[config.mk]
export PLATFORM = sky130hd
export DESIGN_NAME = ysyx_22040759_axi_arbiter
export DESIGN_NICKNAME = d
export VERILOG_FILES = /design/src/rtl/ysyx_22040759_axi_arbiter.sv
export SDC_FILE = /design/constraint.sdc
export NUM_CORES = 1
export LEC_CHECK = 0
export BUFFER_PORTS_ARGS = -buffer_cell sky130_fd_sc_hd__buf_2
export CAP_MARGIN = 40
export CORE_AREA = 2 2 211 213
export DETAILED_ROUTE_END_ITERATION = 10
export DIE_AREA = 0 0 213 215
export HOLD_SLACK_MARGIN = 0.03
export SYNTH_ARGS = -nofsm -noshare
export SYNTH_HDL_FRONTEND = slang
export SYNTH_SLANG_ARGS = --single-unit
[constraint.sdc]
create_clock -name clock -period 1.5 [get_ports clock]
set_input_delay 0.075 -clock clock [delete_from_list [all_inputs] [get_ports clock]]
set_output_delay 0.075 -clock clock [all_outputs]
set_load 0.005 [all_outputs]
[src/rtl/ysyx_22040759_axi_arbiter.sv]
// ysyx_22040759_axi_arbiter
// Shares the core's single AXI read/write master between the instruction-fetch
// port (read only) and the load/store port (read or write). One transaction is
// outstanding at a time: the winner's request is latched and forwarded to the
// bridge, and the bridge's answer is steered back to the owning port as a
// one-cycle ready pulse. A watchdog ends a transaction the bridge never answers
// with SLVERR after TIMEOUT cycles of rw_valid.
//
// Build option: define YSYX_22040759_ARB_RR_EN for round-robin tie breaking.
// Without it, MEM has fixed priority over IF.
//
// state | meaning
// ------+---------------------------------------------------------------
// IDLE  | no transaction; requests sampled, winner latched on grant
// BUSY  | rw_valid high with the latched request, watchdog running
// RESP  | ready pulse with the latched response on the owner's port

module ysyx_22040759_axi_arbiter #(
    parameter int unsigned TIMEOUT = 1023
) (
    input  logic        clock,
    input  logic        reset,

    input  logic        if_valid,
    input  logic [63:0] if_addr,
    input  logic [1:0]  if_size,
    output logic        if_ready,
    output logic [63:0] if_data_read,
    output logic [1:0]  if_resp,

    input  logic        mem_valid,
    input  logic        mem_req,
    input  logic [63:0] mem_addr,
    input  logic [1:0]  mem_size,
    input  logic [63:0] mem_data_write,
    output logic        mem_ready,
    output logic [63:0] mem_data_read,
    output logic [1:0]  mem_resp,

    output logic        rw_valid,
    output logic        rw_req,
    output logic [63:0] rw_addr,
    output logic [1:0]  rw_size,
    output logic [63:0] rw_data_write,
    input  logic        rw_ready,
    input  logic [63:0] rw_data_read,
    input  logic [1:0]  rw_resp
);

    localparam int unsigned     WD_W        = $clog2(TIMEOUT);
    localparam logic [WD_W-1:0] WD_LAST     = WD_W'(TIMEOUT - 1);
    localparam logic            OWNER_IF    = 1'b0;
    localparam logic [1:0]      RESP_SLVERR = 2'b10;

    typedef enum logic [1:0] {
        ST_IDLE = 2'd0,
        ST_BUSY = 2'd1,
        ST_RESP = 2'd2
    } state_e;

    state_e            state_q, state_d;
    logic              owner_q, owner_d;
    logic              last_q, last_d;
    logic [WD_W-1:0]   wd_q, wd_d;

    logic              rw_valid_q, rw_valid_d;
    logic              rw_req_q, rw_req_d;
    logic [63:0]       rw_addr_q, rw_addr_d;
    logic [1:0]        rw_size_q, rw_size_d;
    logic [63:0]       rw_data_write_q, rw_data_write_d;

    logic              if_ready_q, if_ready_d;
    logic [63:0]       if_data_read_q, if_data_read_d;
    logic [1:0]        if_resp_q, if_resp_d;
    logic              mem_ready_q, mem_ready_d;
    logic [63:0]       mem_data_read_q, mem_data_read_d;
    logic [1:0]        mem_resp_q, mem_resp_d;

    logic              any_req;
    logic              grant_mem;
    logic              done;
    logic [63:0]       rsp_data;
    logic [1:0]        rsp_resp;

    assign any_req = if_valid | mem_valid;

    // Winner selection among the requests present in IDLE.
    always_comb begin
        grant_mem = mem_valid;
        if (mem_valid && if_valid) begin
`ifdef YSYX_22040759_ARB_RR_EN
            grant_mem = (last_q == OWNER_IF);
`else
            grant_mem = 1'b1;
`endif
        end
    end

    // A real response in the watchdog's last cycle takes precedence over SLVERR.
    always_comb begin
        done     = (state_q == ST_BUSY) && (rw_ready || (wd_q == WD_LAST));
        rsp_data = rw_data_read;
        rsp_resp = rw_resp;
        if (!rw_ready) begin
            rsp_data = '0;
            rsp_resp = RESP_SLVERR;
        end
    end

    // Next state, request latch and registered port outputs.
    always_comb begin
        state_d         = state_q;
        owner_d         = owner_q;
        last_d          = last_q;
        wd_d            = wd_q;

        rw_valid_d      = 1'b0;
        rw_req_d        = rw_req_q;
        rw_addr_d       = rw_addr_q;
        rw_size_d       = rw_size_q;
        rw_data_write_d = rw_data_write_q;

        if_ready_d      = 1'b0;
        if_data_read_d  = '0;
        if_resp_d       = '0;
        mem_ready_d     = 1'b0;
        mem_data_read_d = '0;
        mem_resp_d      = '0;

        case (state_q)
            ST_IDLE: begin
                if (any_req) begin
                    state_d    = ST_BUSY;
                    owner_d    = grant_mem;
                    last_d     = grant_mem;
                    wd_d       = '0;
                    rw_valid_d = 1'b1;
                    if (grant_mem) begin
                        rw_req_d        = mem_req;
                        rw_addr_d       = mem_addr;
                        rw_size_d       = mem_size;
                        rw_data_write_d = mem_data_write;
                    end else begin
                        rw_req_d        = 1'b0;
                        rw_addr_d       = if_addr;
                        rw_size_d       = if_size;
                        rw_data_write_d = '0;
                    end
                end
            end

            ST_BUSY: begin
                if (done) begin
                    state_d = ST_RESP;
                    if (owner_q == OWNER_IF) begin
                        if_ready_d     = 1'b1;
                        if_data_read_d = rsp_data;
                        if_resp_d      = rsp_resp;
                    end else begin
                        mem_ready_d     = 1'b1;
                        mem_data_read_d = rsp_data;
                        mem_resp_d      = rsp_resp;
                    end
                end else begin
                    // wd stops at WD_LAST because BUSY always exits there.
                    rw_valid_d = 1'b1;
                    wd_d       = wd_q + WD_W'(1);
                end
            end

            ST_RESP: begin
                state_d = ST_IDLE;
            end

            default: begin
                state_d = ST_IDLE;
            end
        endcase
    end

    // All state and outputs; reset drops any in-flight transaction.
    always_ff @(posedge clock or negedge reset) begin
        if (!reset) begin
            state_q         <= ST_IDLE;
            owner_q         <= OWNER_IF;
            last_q          <= OWNER_IF;
            wd_q            <= '0;
            rw_valid_q      <= 1'b0;
            rw_req_q        <= 1'b0;
            rw_addr_q       <= '0;
            rw_size_q       <= '0;
            rw_data_write_q <= '0;
            if_ready_q      <= 1'b0;
            if_data_read_q  <= '0;
            if_resp_q       <= '0;
            mem_ready_q     <= 1'b0;
            mem_data_read_q <= '0;
            mem_resp_q      <= '0;
        end else begin
            state_q         <= state_d;
            owner_q         <= owner_d;
            last_q          <= last_d;
            wd_q            <= wd_d;
            rw_valid_q      <= rw_valid_d;
            rw_req_q        <= rw_req_d;
            rw_addr_q       <= rw_addr_d;
            rw_size_q       <= rw_size_d;
            rw_data_write_q <= rw_data_write_d;
            if_ready_q      <= if_ready_d;
            if_data_read_q  <= if_data_read_d;
            if_resp_q       <= if_resp_d;
            mem_ready_q     <= mem_ready_d;
            mem_data_read_q <= mem_data_read_d;
            mem_resp_q      <= mem_resp_d;
        end
    end

    assign rw_valid      = rw_valid_q;
    assign rw_req        = rw_req_q;
    assign rw_addr       = rw_addr_q;
    assign rw_size       = rw_size_q;
    assign rw_data_write = rw_data_write_q;

    assign if_ready      = if_ready_q;
    assign if_data_read  = if_data_read_q;
    assign if_resp       = if_resp_q;
    assign mem_ready     = mem_ready_q;
    assign mem_data_read = mem_data_read_q;
    assign mem_resp      = mem_resp_q;

endmodule

==> results.cfg, run 1 <==
[worst_setup_path]
reg2reg_depth = 5
critPathMaxFanout = 7
path_class = register to register
cp.required_ps = 1990
end_kind = register
startpoint_type = register
cp_data_arrival_time_ps = 2070

[cts]
cts-root-buf = clkbuf_16
htree_levels = 1
clkTransAtPathRegs_ps = 60
clk-insertion-delay-late_ps = 560
clockBufferDepth = 3
clock-sinks = 279
cts_tree = yes
cts_buffers = 30

[route]
wl_per_cell_um = 15.7
ant_nets = 0
vias_per_cell = 4.23
firstDrtPassIters = 4
drt_iter0_drc = 561
drcViolationCount = 0
wl_um = 36500
vias = 9829

[sta]
final.setup_skew_ps = 10.0
fin_crit_sh_pct = 105
rsz0062_at_grt = true
min_period_ps = 1580
worst_slew_pin_slew_ps = 726
finalSetupViolations = 8
max_freq_mhz = 633
finalSetupTns_ps = -201
hold_viol_final = 0
postLayoutSetupSlackWorst_ps = -80.8
drv_slew = 0
slew_headroom_pct = 51.6

[logic_synthesis]
yosysSeqAreaShare_pct = 67.6
synthArstFlopShare_pct = 100
ys_ff_latch = 279
syn_area_um2 = 10300
synth_ff_type = dfrtp_1
yosysWarnings = 0
synth.avg_cell_area_um2 = 11.8
synth_cell_types = 37
synth_cells = 871
syn_nets = 1141
synth_edf_count = 0

[flow_run]
maxCapViolCount = 0

[power]
p_sw_share_pct = 31.5
power_frac_seq_pct = 40.7
clockPowerShare_pct = 28.0
power_w = 0.0266
comb_power_share_pct = 31.3
p_int_w = 0.0182
p_sw_w = 0.00837
power.leakage_nw = 9.46
irDropWorstVdd_v = 0.000946
p_per_area_nw_per_um2 = 1480

[global_routing]
grt_pass1_wl_um = 54000
grt_max_degree = 85
groute.usage.overall_pct = 14.8
grt_pass1_vias = 10100
antenna_found_initial = 3
grt_overflow = 0

[hold_path]
whs_path_depth = 4
hold_path.class = primary input to register

[die]
num_rows = 77
start_util_pct = 23.6
dieArea_um2 = 45800
coreArea_um2 = 43600
die_h_um = 215
fp.dieW_um = 213
pin_count = 534

[placed_design]
portBuffers = 533
routabilityCongestion = 0.813
dp_hpwl_um = 23500

[final_layout]
fill_cells = 4044
drive_gt1_share_pct = 38.8
final_util_pct = 41.1
syn_to_final_growth_pct = 73.8
final_nets = 1978

[outcome]
violations = negative setup slack
status = finished with violations
-- worst max-delay path, cell delays in order (launching register included) --
cell and delay (ps):
dfrtp_2 440, nor3b_4 260, o31ai_4 120, buf_6 140
or4_1 470, nand3_1 80
-- power groups by stage --
stage	logic, W	clock network, W	registers (W)
finish	0.00833	0.00744	0.0108
global route	0.00911	0.00796	0.0111
CTS	0.00797	0.00764	0.0108
detailed placement	0.00738	0	0.0108
global placement	0.00722	0	0.0108
floorplan	0.00318	0	0.0109
-- Yosys cell counts, types with 2 or more instances --
cell type | number | area share, %
nor2_1 | 134 | 4.9
mux2i_1 | 66 | 6.4
nand2_1 | 137 | 5.0
inv_1 | 5 | 0.18
buf_6 | 9 | 0.98
nor2b_1 | 2 | 0.12
clkbuf_1 | 17 | 0.62
nand3_2 | 2 | 0.19
buf_1 | 2 | 0.073
o311ai_0 | 2 | 0.17
dfrtp_1 | 279 | 68
a22o_1 | 65 | 5.5
ha_1 | 2 | 0.24
nand4_1 | 3 | 0.18
nand3_1 | 19 | 0.92
and3_1 | 2 | 0.12
a21o_1 | 2 | 0.15
or3_1 | 2 | 0.12
o21ai_0 | 71 | 3.4
buf_2 | 33 | 1.6
-- path summary, 6_finish.rpt --
path                        startpoint                 to  slack (ps)
min in group asynchronous        reset  rw_data_write[56]         200
hold / removal               mem_valid           rw_valid         190
max in group asynchronous        reset    if_data_read[0]         500
hold reg to reg            rw_addr[60]        rw_addr[60]         480
setup reg to reg            state_q[1]            wd_q[6]         -80
setup / recovery            state_q[1]            wd_q[6]         -80
-- final cells by class --
cell class              instances  area, µm²  share of cell area, %
diodes                          1       2.50                 0.0139
well taps                     592        741                   4.13
clock inverters                 9        105                  0.586
repair buffers                867       6110                   34.1
clock buffers                  45        898                   5.01
flip-flops and latches        279       6980                   38.9
multi-input cells             525       3070                   17.1
inverters                       5       21.3                  0.119
-- kinds of logic after synthesis --
family / after synthesis / synth area share [%]
and+or+nand+nor: 309 / 12.1
DFF: 279 / 67.6
AOI/OAI and AO/OA: 146 / 9.87
buffers and inverters: 67 / 3.53
muxes: 66 / 6.40
xor gates and xnor gates: 2 / 0.170
adders and majority gates: 2 / 0.242
-- sequential cells by signal (all words and copies together), names as in the netlist --
signal and flops:
if_ready 1, mem_data_read 64, if_data_read 64, rw_valid 1, mem_ready 1, wd_q 10
rw_req 1, state_q 2, rw_size 2, if_resp 2, rw_data_write 64, mem_resp 2
owner_q 1, rw_addr 64
-- metrics by stage --
| stage | setup slack (ps) | hold WS (ps) | instance area [µm²] | cells |
|---|---|---|---|---|
| final | -80.8 | 187 | 17900 | 2323 |
| after global routing | -133 | 197 | 17900 | 2323 |
| after CTS | -50.0 | 180 | 17700 | 2311 |
| after detailed placement | -64.7 | 22.4 | 14000 | 1989 |
| after global placement | -56.7 | 16.2 | 14000 | 1989 |
| after floorplan | 28.4 | -221 | 10300 | 871 |
-- placed cells by master (no fill, tap or decap), drive strengths merged, types with 3 or more instances in the layout --
cell | Yosys | layout
a22o | 65 | 65
buf | 45 | 596
clkbuf | 17 | 49
clkinv | 0 | 6
dfrtp | 279 | 279
dlygate4sd3 | 0 | 267
inv | 5 | 5
mux2i | 66 | 66
nand2 | 137 | 137
nand3 | 21 | 21
nand4 | 3 | 3
nor2 | 134 | 134
o21ai | 71 | 71
-- per-layer routing --
layer | wire [µm] | GRT usage [%]
met4 | 1370 | 6.11
met1 | 13800 | 16.5
met3 | 2500 | 3.10
met2 | 18800 | 27.2
met5 | 13 | 0
-- timing repair --
action	in CTS	in global routing
pin swaps	1	10
hold buffers	268	0
endpoints found under the setup margin	66	231
endpoints found under the hold margin	547	0
gates cloned	0	4
buffers inserted	0	7
resized for setup	5	33
(Power assumes the default switching activity.)
==> run 2, diff against run 1 <==
- CELL_PAD_IN_SITES_DETAIL_PLACEMENT: default -> 2
- CELL_PAD_IN_SITES_GLOBAL_PLACEMENT: default -> 2
- CORE_AREA: 2 2 211 213 -> default
- CORE_UTILIZATION: default -> 24
- DIE_AREA: 0 0 213 215 -> default
- PLACE_DENSITY_LB_ADDON: default -> 0.1
==> run 2 against run 1 <==
The run still ends with negative setup slack left. Clock-buffer cell count rose by 8. Die area fell by 4.3%. Combinational power up 10%. Core utilization is 1.9 points higher. Wire length grew 23%.
==> results.cfg, run 2 (synthesized netlist as in run 1, its figures left out) <==
[outcome]
status = finished with violations
violations = negative setup slack

[worst_setup_path]
critPathMaxFanout = 5
startpoint_type = register
r2r-start = wd_q[6]
cp.required_ps = 1880
cp-startpoint = wd_q[6]
path_class = register to register
cp_data_arrival_time_ps = 1910
end_kind = register

[final_layout]
layout_commonest_cell = buf_2
syn_to_final_growth_pct = 75.4
final_cell_mix = buf_2, dfrtp_1, dlygate4sd3_1
fin_cells = 2268
final_nets = 1977
drive_gt1_share_pct = 40.0
num_antenna_cells = 0

[cts]
clockBufferDepth = 3
cts_buffers = 34
cts-root-buf = clkbuf_16
cts_tree = yes
clk-insertion-delay-late_ps = 530
htree_levels = 2
clock-sinks = 279
clkTransAtPathRegs_ps = 60

[die]
die_h_um = 209
dieArea_um2 = 43800
start_util_pct = 24.5
pin_count = 534
num_rows = 75
fp.dieW_um = 209
coreArea_um2 = 42100

[global_routing]
grt_max_degree = 67
grt_pass1_wl_um = 67400
antenna_found_initial = 2
grt_overflow = 0
groute.usage.overall_pct = 20.1
grt_pass1_vias = 11300

[power]
power_w = 0.0278
power.leakage_nw = 9.54
irDropWorstVdd_v = 0.000671
p_per_area_nw_per_um2 = 1540

[route]
firstDrtPassIters = 4
ant_nets = 0
vias_per_cell = 4.41
vias = 9993
drt_iter0_drc = 351
drcViolationCount = 0
wl_per_cell_um = 19.8
wl_um = 45000

[sta]
finalSetupViolations = 3
hold_viol_final = 0
drv_slew = 0
slew_headroom_pct = 74.1
min_period_ps = 1520
max_freq_mhz = 656
finalSetupTns_ps = -59.1
rsz0062_at_grt = true
final.setup_skew_ps = 15.6
worst_slew_pin_slew_ps = 389
fin_crit_sh_pct = 102
postLayoutSetupSlackWorst_ps = -23.4

[hold_path]
hp-start = mem_valid
hold_path.class = primary input to register

[placed_design]
portBuffers = 533
routabilityCongestion = 0.767
dpl.cell_count = 1926
dp_hpwl_um = 29800
post-place-ws_ps = -48.6

[flow_run]
maxCapViolCount = 0
==> run 2: changes by cell type in the layout (fill, tap and decap cells not counted), moves of 3 or more <==
cell	delta
buf_8	-4
o21ai_0	-6
o21ai_1	+6
nor2_2	+21
nor2_1	-24
clkbuf_1	+5
clkbuf_16	+6
nor2_4	+3
buf_12	+9
buf_4	-13
==> run 2: stage by stage <==
step	cell area (µm²)	util [%]	hold WS (ps)
4_1_cts	17700	42.0	37.3
6_report	18100	43.0	124
5_1_grt	18100	43.0	147
3_5_place_dp	13900	33.0	2.01
2_1_floorplan	10300	-	-221
3_3_place_gp	13900	33.0	5.01
==> run 2: cell type report <==
class / count / area, µm²
fillers: 4417 / 24000
flip-flops and latches: 279 / 6990
repair buffers: 862 / 6200
multi-input cells: 525 / 3170
clock buffers: 53 / 1000
well taps: 539 / 674
clock inverters: 5 / 57.6
inverters: 5 / 18.8
==> run 2: metal layers <==
metal	wire (µm)	global-route usage, %
met1	17300	22.8
met4	1320	6.80
met5	17	0
met2	22900	35.6
met3	3370	6.54
==> run 2: timing repair <==
action / in CTS / in global routing
hold buffers: 267 / 0
endpoints found under the hold margin: 546 / 0
endpoints found under the setup margin: 111 / 130
setup buffers: 0 / 9
pin swaps: 0 / 12
gates resized for setup: 10 / 59
cloned: 1 / 7
==> run 2: report_power, final <==
part | internal [W] | switching, W
Sequential | 0.00961 | 0.00112
Clock | 0.00476 | 0.00318
Combinational | 0.00444 | 0.00472
==> run 2: critical path: stages (launching register included) <==
cell	delay, ps
dfrtp_1	390
nand4_1	220
o31ai_4	420
buf_4	220
o311ai_0	130
==> run 2: path summary, 6_finish.rpt <==
check                           slack (ps)  cells after the start           endpoint
max in group asynchronous              200                      4        rw_addr[14]
worst max register to register         -20                      4            wd_q[5]
worst max-delay path                   -20                      4            wd_q[5]
worst min-delay path                   120                      5        rw_addr[15]
worst min register to register         480                      2        rw_addr[27]
min in group asynchronous              620                      3  rw_data_write[32]
==> run 3, diff against run 2 <==
- CORE_ASPECT_RATIO: default -> 0.75
- GPL_TIMING_DRIVEN: default -> 0
==> run 3 against run 2 <==
The run ends with negative hold slack, negative setup slack left. Register-to-register slack worse by 120 ps. Hold slack worse by 590 ps. Via count grew 2.5%. First-iteration DRC count is 30% lower. Design area up 1.9%. Largest cell class unchanged.
==> results.cfg, run 3 (synthesized netlist as in run 1, its figures left out) <==
[sta]
slew_headroom_pct = 44.0
finalHoldWorstSlack_ps = -468
fin_crit_sh_pct = 110
max_freq_mhz = 607
rsz0062_at_grt = true
postLayoutSetupSlackWorst_ps = -147
finalSetupViolations = 104
hold_viol_final = 103
final.setup_skew_ps = 15.1
min_period_ps = 1650
drv_slew = 0
finalSetupTns_ps = -7560
worst_slew_pin_slew_ps = 840

[global_routing]
antenna_found_initial = 6
grt_overflow = 0
grt_pass1_vias = 11600
groute.usage.overall_pct = 20.9
grt_max_degree = 105
grt_pass1_wl_um = 70000

[placed_design]
dp_hpwl_um = 30900
portBuffers = 531
post-place-ws_ps = -436
routabilityCongestion = 0.776

[power]
p_per_area_nw_per_um2 = 1590
power.leakage_nw = 9.72
irDropWorstVdd_v = 0.000815

[cts]
cts_tree = yes
clkTransAtPathRegs_ps = 60
htree_levels = 1
holdBufCountCts = 264
cts_buffers = 30
clockBufferDepth = 3
cts-root-buf = clkbuf_16
clk-insertion-delay-late_ps = 580
clock-sinks = 279

[final_layout]
drive_gt1_share_pct = 41.4
final_nets = 2016
final_cell_mix = buf_2, dfrtp_1, dlygate4sd3_1
syn_to_final_growth_pct = 78.7
layout_commonest_cell = buf_2

[worst_setup_path]
slowest_delay_ps = 410
path_class = register to register
startpoint_type = register
cp_data_arrival_time_ps = 2150
cp.required_ps = 2000
end_kind = register
cpMaxStageDelayCell = dfrtp_1
critPathMaxFanout = 6
worstPathCellList = nand4_1 -> o31ai_4 -> buf_6 -> buf_8 -> buf_8 -> nand3_2 -> nand3_2

[route]
ant_nets = 0
vias = 10200
drt_iter0_drc = 247
wl_per_cell_um = 20.3
wl_um = 47500
drcViolationCount = 0
firstDrtPassIters = 4
vias_per_cell = 4.38

[die]
die_h_um = 182
pin_count = 534
fp.dieW_um = 241
coreArea_um2 = 42200
dieArea_um2 = 43800
num_rows = 65
start_util_pct = 24.5

[flow_run]
maxCapViolCount = 0

[outcome]
violations = negative hold slack, negative setup slack
status = finished with violations

[hold_path]
hold_path.class = primary input to asynchronous set/reset pin
-- run 3: cell types whose count changed in the layout (fill, tap and decap cells not counted), moves of 10 or more --
| cell | change |
|---|---|
| buf_6 | +18 |
| nand2_1 | -11 |
| nand3_2 | +10 |
| nor2_1 | +32 |
| nor2_2 | -26 |
| o21ai_0 | -36 |
| o21ai_1 | +28 |
-- run 3: timing repair --
item                                    in CTS  in global routing
setup buffers                               27                 14
cloned                                       5                  7
endpoints found under the hold margin      367                103
pin swaps                                   30                 65
resized for setup                          103                101
endpoints found under the setup margin     278                275
-- run 3: worst paths after layout --
kind,from,to,slack [ps],cells past startpoint
setup / recovery,wd_q[8],wd_q[6],-150,7
max in group asynchronous,reset,rw_addr[35],590,3
hold reg to reg,rw_addr[47],rw_addr[47],480,2
hold / removal,reset,if_data_read[35],-470,1
setup reg to reg,wd_q[8],wd_q[6],-150,7
min in group clock,mem_valid,rw_data_write[1],220,4
-- run 3: critical path, delay by kind of cell, from the launching register on --
kind,cells,cell delay (ps)
AOI/OAI and AO/OA,1,390
buffers and inverters,3,400
DFF,1,410
and+or+nand+nor,3,380
-- run 3: final cells by class --
cell class,instances,area (µm²)
Fill cell,4438,23800
Sequential cell,279,6990
Timing Repair Buffer,844,5950
Multi-Input combinational cell,525,3180
Clock buffer,47,936
Tap cell,569,712
Buffer,61,593
Clock inverter,5,53.8
Inverter,5,21.3
Antenna cell,5,12.5
-- run 3: metrics by stage --
step / instances / power, W / cell area (µm²) / util (%)
CTS: 2318 / 0.0284 / 18000 / 42.6
global route: 2340 / 0.0310 / 18400 / 43.7
global placement: 1971 / 0.0185 / 13700 / 32.4
finish: 2340 / 0.0294 / 18400 / 43.7
floorplan: 871 / 0.0141 / 10300 / -
detailed placement: 1973 / 0.0187 / 13800 / 32.6
-- run 3: report_power, final --
part           switching, W  internal (W)  leakage, nW
clock               0.00316       0.00441        0.491
combinational       0.00550       0.00553         5.55
sequential          0.00116       0.00961         3.67
total               0.00982        0.0195         9.72
-- run 3: per-layer routing --
layer | part of all wire [%] | routed length, µm | vias to the layer above | track usage, %
met1 | 39 | 18600 | 5161 | 24.3
met2 | 51 | 24300 | 297 | 37.2
met4 | 3.1 | 1490 | 2 | 6.71
met5 | 0.023 | 11 | - | 0
met3 | 6.5 | 3110 | 81 | 5.47
li1 | - | - | 4702 | -
